[src/rtl/alu_cmd_sequencer.sv]
// Command sequencer between the UART byte stream and the ALU: gathers opcode/A/B frames,
// fires one ALU operation and returns result low, result high and flags as three TX bytes.
//
// state      | meaning
// S_IDLE     | waiting for an opcode byte
// S_GET_A    | opcode latched, waiting for operand A
// S_GET_B    | operand A latched, waiting for operand B
// S_EXEC     | alu_en pulse cycle
// S_WAIT_RES | waiting for alu_valid, no timeout
// S_SEND_LO  | presenting result low byte
// S_SEND_HI  | presenting result high byte
// S_SEND_FLG | presenting zero-extended flags
// S_SEND_ERR | presenting ERR_CODE after a bad opcode
module alu_cmd_sequencer #(
   parameter int                    DATA_WIDTH     = 8,
   parameter int                    TIMEOUT_CYCLES = 1_000_000,
   parameter logic [DATA_WIDTH-1:0] ERR_CODE       = 8'hEE
) (
   input  logic                      clk,
   input  logic                      rst,
   input  logic [DATA_WIDTH-1:0]     rx_data,
   input  logic                      rx_valid,
   output logic [DATA_WIDTH-1:0]     alu_a,
   output logic [DATA_WIDTH-1:0]     alu_b,
   output logic [3:0]                alu_op,
   output logic                      alu_en,
   input  logic [2*DATA_WIDTH-1:0]   alu_result,
   input  logic [3:0]                alu_flags,
   input  logic                      alu_valid,
   output logic [DATA_WIDTH-1:0]     tx_data,
   output logic                      tx_valid,
   input  logic                      tx_ready,
   output logic                      busy,
   output logic                      err_opcode,
   output logic                      err_timeout,
   output logic                      rx_drop
);

   typedef enum logic [3:0] {
      S_IDLE, S_GET_A, S_GET_B, S_EXEC, S_WAIT_RES,
      S_SEND_LO, S_SEND_HI, S_SEND_FLG, S_SEND_ERR
   } state_t;

   // Down-counter reloaded on every accepted byte; terminal count 0 means the gap is used up.
   localparam logic [23:0] TMR_LOAD = 24'(TIMEOUT_CYCLES - 1);

   state_t                  state;
   logic [23:0]             tmr;
   logic [DATA_WIDTH-1:0]   res_hi;
   logic [3:0]              flg_reg;
   logic                    op_ok;
   logic                    tx_fire;
   logic                    in_tail;

   assign op_ok   = (rx_data[DATA_WIDTH-1:4] == '0) && (rx_data[3:0] <= 4'd13);
   assign tx_fire = tx_valid && tx_ready;
   assign in_tail = (state == S_EXEC) || (state == S_WAIT_RES) || (state == S_SEND_LO) ||
                    (state == S_SEND_HI) || (state == S_SEND_FLG) || (state == S_SEND_ERR);

   always_ff @(posedge clk or posedge rst) begin
      if (rst) begin
         state       <= S_IDLE;
         tmr         <= '0;
         res_hi      <= '0;
         flg_reg     <= '0;
         alu_a       <= '0;
         alu_b       <= '0;
         alu_op      <= '0;
         alu_en      <= 1'b0;
         tx_data     <= '0;
         tx_valid    <= 1'b0;
         busy        <= 1'b0;
         err_opcode  <= 1'b0;
         err_timeout <= 1'b0;
         rx_drop     <= 1'b0;
      end else begin
         alu_en      <= 1'b0;
         err_opcode  <= 1'b0;
         err_timeout <= 1'b0;
         rx_drop     <= rx_valid && in_tail;
         case (state)
            S_IDLE: begin
               if (rx_valid) begin
                  busy <= 1'b1;
                  tmr  <= TMR_LOAD;
                  if (op_ok) begin
                     alu_op <= rx_data[3:0];
                     state  <= S_GET_A;
                  end else begin
                     err_opcode <= 1'b1;
                     tx_data    <= ERR_CODE;
                     tx_valid   <= 1'b1;
                     state      <= S_SEND_ERR;
                  end
               end
            end
            S_GET_A, S_GET_B: begin
               // An arriving byte beats a simultaneous timeout.
               if (rx_valid) begin
                  tmr <= TMR_LOAD;
                  if (state == S_GET_A) begin
                     alu_a <= rx_data;
                     state <= S_GET_B;
                  end else begin
                     alu_b  <= rx_data;
                     alu_en <= 1'b1;
                     state  <= S_EXEC;
                  end
               end else if (tmr == '0) begin
                  err_timeout <= 1'b1;
                  busy        <= 1'b0;
                  state       <= S_IDLE;
               end else begin
                  tmr <= tmr - 24'd1;
               end
            end
            S_EXEC: state <= S_WAIT_RES;
            S_WAIT_RES: begin
               if (alu_valid) begin
                  res_hi   <= alu_result[2*DATA_WIDTH-1:DATA_WIDTH];
                  flg_reg  <= alu_flags;
                  tx_data  <= alu_result[DATA_WIDTH-1:0];
                  tx_valid <= 1'b1;
                  state    <= S_SEND_LO;
               end
            end
            S_SEND_LO: begin
               if (tx_fire) begin
                  tx_data <= res_hi;
                  state   <= S_SEND_HI;
               end
            end
            S_SEND_HI: begin
               if (tx_fire) begin
                  tx_data <= {{(DATA_WIDTH-4){1'b0}}, flg_reg};
                  state   <= S_SEND_FLG;
               end
            end
            S_SEND_FLG, S_SEND_ERR: begin
               if (tx_fire) begin
                  tx_valid <= 1'b0;
                  busy     <= 1'b0;
                  state    <= S_IDLE;
               end
            end
            default: begin
               tx_valid <= 1'b0;
               busy     <= 1'b0;
               state    <= S_IDLE;
            end
         endcase
      end
   end

endmodule

[config.mk]
export PLATFORM = sky130hd
export DESIGN_NAME = alu_cmd_sequencer
export DESIGN_NICKNAME = d
export VERILOG_FILES = /design/src/rtl/alu_cmd_sequencer.sv
export SDC_FILE = /design/constraint.sdc
export NUM_CORES = 1
export LEC_CHECK = 0
export ABC_AREA = 1
export CORE_ASPECT_RATIO = 1.75
export CORE_MARGIN = 2
export CORE_UTILIZATION = 48
export DETAILED_ROUTE_END_ITERATION = 7
export GPL_TIMING_DRIVEN = 0
export PLACE_DENSITY = 0.76
export SYNTH_ARGS = -nofsm -noshare
export SYNTH_HDL_FRONTEND = slang
export SYNTH_SLANG_ARGS = --single-unit
export TNS_END_PERCENT = 20
[constraint.sdc]
create_clock -name clk -period 2.6 [get_ports clk]
set_input_delay 0.78 -clock clk [delete_from_list [all_inputs] [get_ports clk]]
set_output_delay 0.78 -clock clk [all_outputs]
set_load 0.01 [all_outputs]
# Yosys cells after proc, flatten, opt, wreduce, memory -nomap -nowiden
# Cells that the tools add are included.
# Widths: inputs -> output; s select.
[totals] ff_bits=74 latchBits=0 ramBits=0 romBits=0 in_bits=33 out_inout_bits=34 elab_cells=101 mem_count=0
[classes] addsub=1 n_mul=0 n_div=0 magnitude_cmp=1 n_eq_ne=18 shifts=0 muxes=38 bitwise_logic=3 n_reduce_logical=26
[ops] operator="$mux 24" n=3
[ops] operator="$pmux 24 s2" n=1
[ops] operator="$mux 8" n=5
[ops] operator="$mux 4" n=8
[ops] operator="$pmux 8 s4" n=1
[ops] operator="$pmux 4 s7" n=1
[ops] operator="$logic_not 24->1" n=1
[ops] operator="$sub 24x1->24 const B" n=1
[ops] operator="$mux 1" n=17
[ops] operator="$eq 4x3->1 const B" n=4
[ops] operator="$ne 2x2->1 const B" n=8
[ops] operator="$reduce_and 3->1" n=4
[ops] operator="$reduce_and 6->1" n=2
[ops] operator="$reduce_and 5->1" n=2
[ops] operator="$eq 4x2->1 const B" n=2
[ops] operator="$logic_not 4->1" n=2
[ops] operator="$pmux 1 s4" n=2
[ops] operator="$ne 3x3->1 const B" n=2
[ops] operator="$logic_or 1x1->1" n=5
[ops] operator="$reduce_or 5->1" n=1
[ops] operator="$eq 4x1->1 const B" n=1
[ops] operator="$eq 4x4->1 const B" n=1
[ops] operator="$le 4x4->1 const B" n=1
[ops] operator="$reduce_bool 4->1" n=1
[ops] operator="6 further kinds" n=11

# Logic depth before layout (Yosys ltp)
[depth] word_depth=7 mapped_depth=11 depth_no_buf=11

# Worst setup path before layout
# No wires, ideal clock.
[synth_path] path_kind="input to register" from="in rx_data[5]" to="reg tx_data[2]" setup_time_ps=74 arrival_ps=1561 required_time_ps=2526 slack_ps=965 stages=8 n_path_buf=1 path_cell_list="nor2_1 -> nand3_1 -> nor2_2 -> nor2_2 -> nand3_2 -> buf_6 -> nand2_1 -> o21ai_2"
[synth_via] elab_chain_cells=4
[synth_rtl] element="start, declared" line_no="21" text="input logic [DATA_WIDTH-1:0] rx_data,"
[synth_rtl] element="$logic_not 4->1" line_no="55" text="assign op_ok = (rx_data[DATA_WIDTH-1:4] == '0) && (rx_data[3:0] <= 4'd13);"
[synth_rtl] element="$logic_and 1x1->1" line_no="55"
[synth_rtl] element="$ne 2x2->1 (no source line)"
[synth_rtl] element="$reduce_and 6->1 (no source line)"
[synth_rtl] element="end signal, assigned" line_no="122" text="tx_data <= alu_result[DATA_WIDTH-1:0];"
[synth_rtl] element="end signal, assigned" line_no="129" text="tx_data <= res_hi;"
[synth_rtl] element="end signal, assigned" line_no="135" text="tx_data <= {{(DATA_WIDTH-4){1'b0}}, flg_reg};"
[synth_rtl] element="end, declared" line_no="30" text="output logic [DATA_WIDTH-1:0] tx_data,"
# Every way passes these cells.
# A chain may end at the register's enable or synchronous reset.

# Final worst setup path
[layout_path] from="in rx_valid" to="reg alu_a[7]"
[layout_via] elab_chain_cells=1
[layout_rtl] element="start, declared" line_no="22" text="input logic rx_valid,"
[layout_rtl] element="$reduce_and 3->1 (no source line)"
[layout_rtl] element="end signal, assigned" line_no="102" text="alu_a <= rx_data;"
[layout_rtl] element="end, declared" line_no="23" text="output logic [DATA_WIDTH-1:0] alu_a,"
# Every way passes these cells.

==> results_tabular.tex <==
\begin{tabular}{lr}
\hline
Metric & Value \\
\hline
\multicolumn{2}{l}{\textbf{GRT}} \\
\quad Via count of the first global-routing pass & 3638 \\
\quad Antenna violations before repair & 0 \\
\quad Global router's overall resource usage & 23.54\% \\
\quad Maximum number of pins on one net before global-route repair & 44 \\
\quad Grt ovf & 0 \\
\quad First-pass GRT wire length & 16.51 mm \\
\multicolumn{2}{l}{\textbf{Power}} \\
\quad Comb power frac & 39.5\% \\
\quad Internal portion of total power & 3170 uW \\
\quad Total power density per cell area & 965.5 nW/um2 \\
\quad IR drop worst, VDD & 678.5 uV \\
\quad Seq pwr share & 34.8\% \\
\quad Switching share of power & between 30\% and 40\% \\
\quad Cell leakage power & between 0.002 and 0.0025 uW \\
\quad Net Sw Power & 1721 uW \\
\quad Share of power burned in the clock network & between 20\% and 30\% \\
\multicolumn{2}{l}{\textbf{Clock tree}} \\
\quad Number of hold buffers added after cts & 0 \\
\quad Later-pin clock latency in the skew report & around 0.34 ns \\
\quad Clock sink count & between 70 and 80 \\
\quad CTS root buffer & sky130\_fd\_sc\_hd\_\_clkbuf\_16 \\
\quad Number of H-tree levels & 3 \\
\quad Cts repair resizes & 0 \\
\quad TritonCTS clock tree & yes \\
\quad Clock-pin slew of the registers on the worst-case setup and hold paths & 0.06 ns \\
\quad Max Root-Sink Buffers & 2 \\
\quad Post-CTS setup-driven buffer insertion count & 0 \\
\quad Num CTS Buffers & 9 \\
\multicolumn{2}{l}{\textbf{Placed design}} \\
\quad Post-detail-place hpwl & approximately 7.5 mm \\
\quad RD Place Congestion & 0.9113 \\
\quad Placed Area & 4761 um2 \\
\quad Placed cells & 639 \\
\quad Worst slack at placement & 0.05335 ns \\
\quad Number of buffers added on ports & 66 \\
\multicolumn{2}{l}{\textbf{STA}} \\
\quad Relative slew slack & 50.48\% \\
\quad Final critical path time including I/O delays and setup & 2.200 ns \\
\quad Setup Skew & 0.002988 ns \\
\quad Minimum setup slack in the final design & 0.3996 ns \\
\quad Sum Neg Setup Slack & 0 ns \\
\quad Setup repair after global routing missed its margin & no \\
\quad Setup-failing EPs final & 0 \\
\quad Final hold vios & 0 \\
\quad Final clock period utilization by the worst path & 84.63\% \\
\quad Max Clock Freq & around 450 MHz \\
\quad Number of pins exceeding their max-slew limit in the final report & 0 \\
\quad Worst Tran Pin Value & between 0.7 and 0.8 ns \\
\multicolumn{2}{l}{\textbf{Die}} \\
\quad Std-Cell Rows & 43 \\
\quad I/O pin count & 67 \\
\quad Starting Density & 49.78\% \\
\quad Core ar. & around 8000 um2 \\
\quad Die span in y & between 100 and 150 um \\
\quad Horizontal extent of the die & 72.70 um \\
\quad Die outline area & 9030 um2 \\
\multicolumn{2}{l}{\textbf{Layout}} \\
\quad Reg with most FFs & tmr \\
\quad Final-stage net count & 595 \\
\quad Fraction of the core area covered by cells at the end of the flow & 63.62\% \\
\quad Area added between synthesis and finish & 27.81\% \\
\quad Count of antenna diodes in the layout & 0 \\
\quad Largest register FFs & 24 \\
\quad Layout cells sized above 1 & between 10\% and 20\% \\
\quad Number of cells in the finished layout apart from fillers & $\sim$660 \\
\quad Most used cells in the layout excluding fill and tap cells & 137 x sky130\_fd\_sc\_hd\_\_nand2\_1, 74 x sky130\_fd\_sc\_hd\_\_dfrtp\_1, 66 x sky130\_fd\_sc\_hd\_\_clkdlybuf4s50\_1 \\
\quad Layout fillers & 668 \\
\quad Most frequent standard cell in the layout excluding fill and tap cells & sky130\_fd\_sc\_hd\_\_nand2\_1 \\
\quad Post-Layout Inst Area & around 5100 um2 \\
\multicolumn{2}{l}{\textbf{Synth}} \\
\quad Cells after synthesis & about 480 \\
\quad Cell type with the largest total area after synthesis & sky130\_fd\_sc\_hd\_\_dfrtp\_1 \\
\quad Yosys Warn Count & 0 \\
\quad Post-synth design cell area & 3964 um2 \\
\quad Proportion of synthesized chip area in sequential cells & 46.72\% \\
\quad Yosys top cell area share & 46.72\% \\
\quad Register bit total from synthesis & 74 \\
\quad Count of different cell masters after synthesis & 32 \\
\quad Post-Synthesis Mean Instance Area & 8.224 um2 \\
\quad Number of nets in the synthesized netlist & 517 \\
\quad Top cells by area in the synthesized netlist & sky130\_fd\_sc\_hd\_\_dfrtp\_1 47\%, sky130\_fd\_sc\_hd\_\_nand2\_1 13\%, sky130\_fd\_sc\_hd\_\_nor2\_1 5.6\% \\
\multicolumn{2}{l}{\textbf{Route}} \\
\quad Routed length per instance & 14.73 um \\
\quad DRC Markers & 0 \\
\quad Number of nets with antenna violations after detailed routing & 0 \\
\quad Post-detailed-routing wire length & 9.650 mm \\
\quad Via count & 3401 \\
\quad Pre-Repair DR Iteration Count & 5 \\
\quad Detail-routed via count per cell & roughly 5.2 \\
\quad Initial DRC count & 200 \\
\multicolumn{2}{l}{\textbf{Setup path}} \\
\quad Critical path endpoint category & register \\
\quad Highest fanout seen on the critical path & 10 \\
\quad Crit start category & input pin \\
\quad Arrival time reported for the critical path endpoint & 2.45 ns \\
\quad Reg2Reg Depth & 10 \\
\quad Type of the worst setup path & input pin to register \\
\quad WP data required & approximately 2.9 ns \\
\multicolumn{2}{l}{\textbf{Min path}} \\
\quad Cell depth of the worst min-delay path & 1 \\
\quad Type of the tightest min-delay check & register to register \\
\multicolumn{2}{l}{\textbf{Status}} \\
\quad Result of the run & completed \\
\multicolumn{2}{l}{\textbf{Flow run}} \\
\quad Count of max-cap constraint violations & 0 \\
\hline
\end{tabular}
-- per-layer routing --
metal	part of all wire (%)	GRT usage [%]	vias to the layer above
met5	0	0	-
met4	3.9	12.75	0
met3	3.6	4.133	31
met2	57	43.10	89
met1	35	24.13	1610
li1	-	-	1671
-- stage by stage --
stage               hold slack, ns  total power, uW
finish                      0.4868             4891
global route                0.5193             5199
CTS                         0.4896             4933
detailed placement          0.4770             3663
global placement            0.4660             3602
floorplan                   0.4449             2845
-- power by group through the flow --
stage | Clock [uW] | Combinational, uW | Sequential (uW)
2_1_floorplan | 0 | 1070 | 1780
3_3_place_gp | 0 | 1900 | 1700
3_5_place_dp | 0 | 1950 | 1710
4_1_cts | 1270 | 1960 | 1700
5_1_grt | 1330 | 2130 | 1740
6_report | 1260 | 1930 | 1700
-- Yosys cell counts --
master / n
sky130_fd_sc_hd__inv_2: 11
sky130_fd_sc_hd__a21oi_1: 13
sky130_fd_sc_hd__xor2_1: 13
sky130_fd_sc_hd__dfrtp_1: 74
sky130_fd_sc_hd__nor2_2: 4
sky130_fd_sc_hd__nor2_1: 59
sky130_fd_sc_hd__buf_6: 5
sky130_fd_sc_hd__nand2_1: 137
sky130_fd_sc_hd__nand2_8: 1
sky130_fd_sc_hd__nand3_2: 1
sky130_fd_sc_hd__xnor2_1: 1
sky130_fd_sc_hd__mux2_4: 4
sky130_fd_sc_hd__nand3_4: 2
sky130_fd_sc_hd__o21ai_1: 12
sky130_fd_sc_hd__nand4_1: 2
sky130_fd_sc_hd__nor2_8: 2
sky130_fd_sc_hd__nand2_4: 4
sky130_fd_sc_hd__a22o_1: 1
sky130_fd_sc_hd__ha_1: 2
sky130_fd_sc_hd__o21ai_0: 19
sky130_fd_sc_hd__nand3_1: 29
sky130_fd_sc_hd__clkbuf_1: 1
sky130_fd_sc_hd__buf_8: 1
sky130_fd_sc_hd__o21ai_2: 15
sky130_fd_sc_hd__nand3b_1: 1
sky130_fd_sc_hd__nand2_2: 6
sky130_fd_sc_hd__mux2_2: 5
sky130_fd_sc_hd__nor2_4: 4
sky130_fd_sc_hd__nor4_1: 1
sky130_fd_sc_hd__a31oi_1: 2
sky130_fd_sc_hd__nor3_2: 1
sky130_fd_sc_hd__inv_1: 49
-- final timing paths --
check | from | end | slack, ns
setup / recovery | rx_valid | alu_a[7]$_DFFE_PP0P_ | 0.40
hold / removal | tmr[0]$_DFFE_PP0P_ | tmr[0]$_DFFE_PP0P_ | 0.49
setup reg to reg | tmr[0]$_DFFE_PP0P_ | tmr[17]$_DFFE_PP0P_ | 0.72
hold reg to reg | tmr[0]$_DFFE_PP0P_ | tmr[0]$_DFFE_PP0P_ | 0.49
max in group asynchronous | rst | tx_data[3]$_DFFE_PP0P_ | 1.05
min in group asynchronous | rst | alu_en$_DFF_PP0_ | 0.91
-- critical path, cell delays in order --
cell and delay, ns:
sky130_fd_sc_hd__clkdlybuf4s50_1 0.74, sky130_fd_sc_hd__nand3_1 0.38, sky130_fd_sc_hd__clkbuf_1 0.31, sky130_fd_sc_hd__o21ai_0 0.23
-- kinds of logic (layout without fill, tap and decap cells) --
| kind of cell | Yosys count | after routing | synth area share, % |
|---|---|---|---|
| adders and majority gates | 2 | 2 | 0.6312 |
| AOI/OAI and AO/OA | 62 | 62 | 9.407 |
| and+or+nand+nor | 254 | 254 | 29.64 |
| buffers and inverters | 67 | 150 | 7.576 |
| DFF | 74 | 74 | 46.72 |
| muxes | 9 | 9 | 2.936 |
| xor gates and xnor gates | 14 | 14 | 3.093 |
-- cell type report --
| cell class | count | area [um2] | area share [%] |
|---|---|---|---|
| timing repair buffer | 67 | 680.7 | 13.44 |
| inverter | 60 | 229.0 | 4.520 |
| tap | 90 | 112.6 | 2.223 |
| clock buffer | 11 | 252.7 | 4.989 |
| buffer | 7 | 75.07 | 1.482 |
| clock inverter | 5 | 52.55 | 1.037 |
| sequential | 74 | 1852 | 36.55 |
| multi-input combinational | 341 | 1812 | 35.76 |
(Power assumes the default switching activity.)
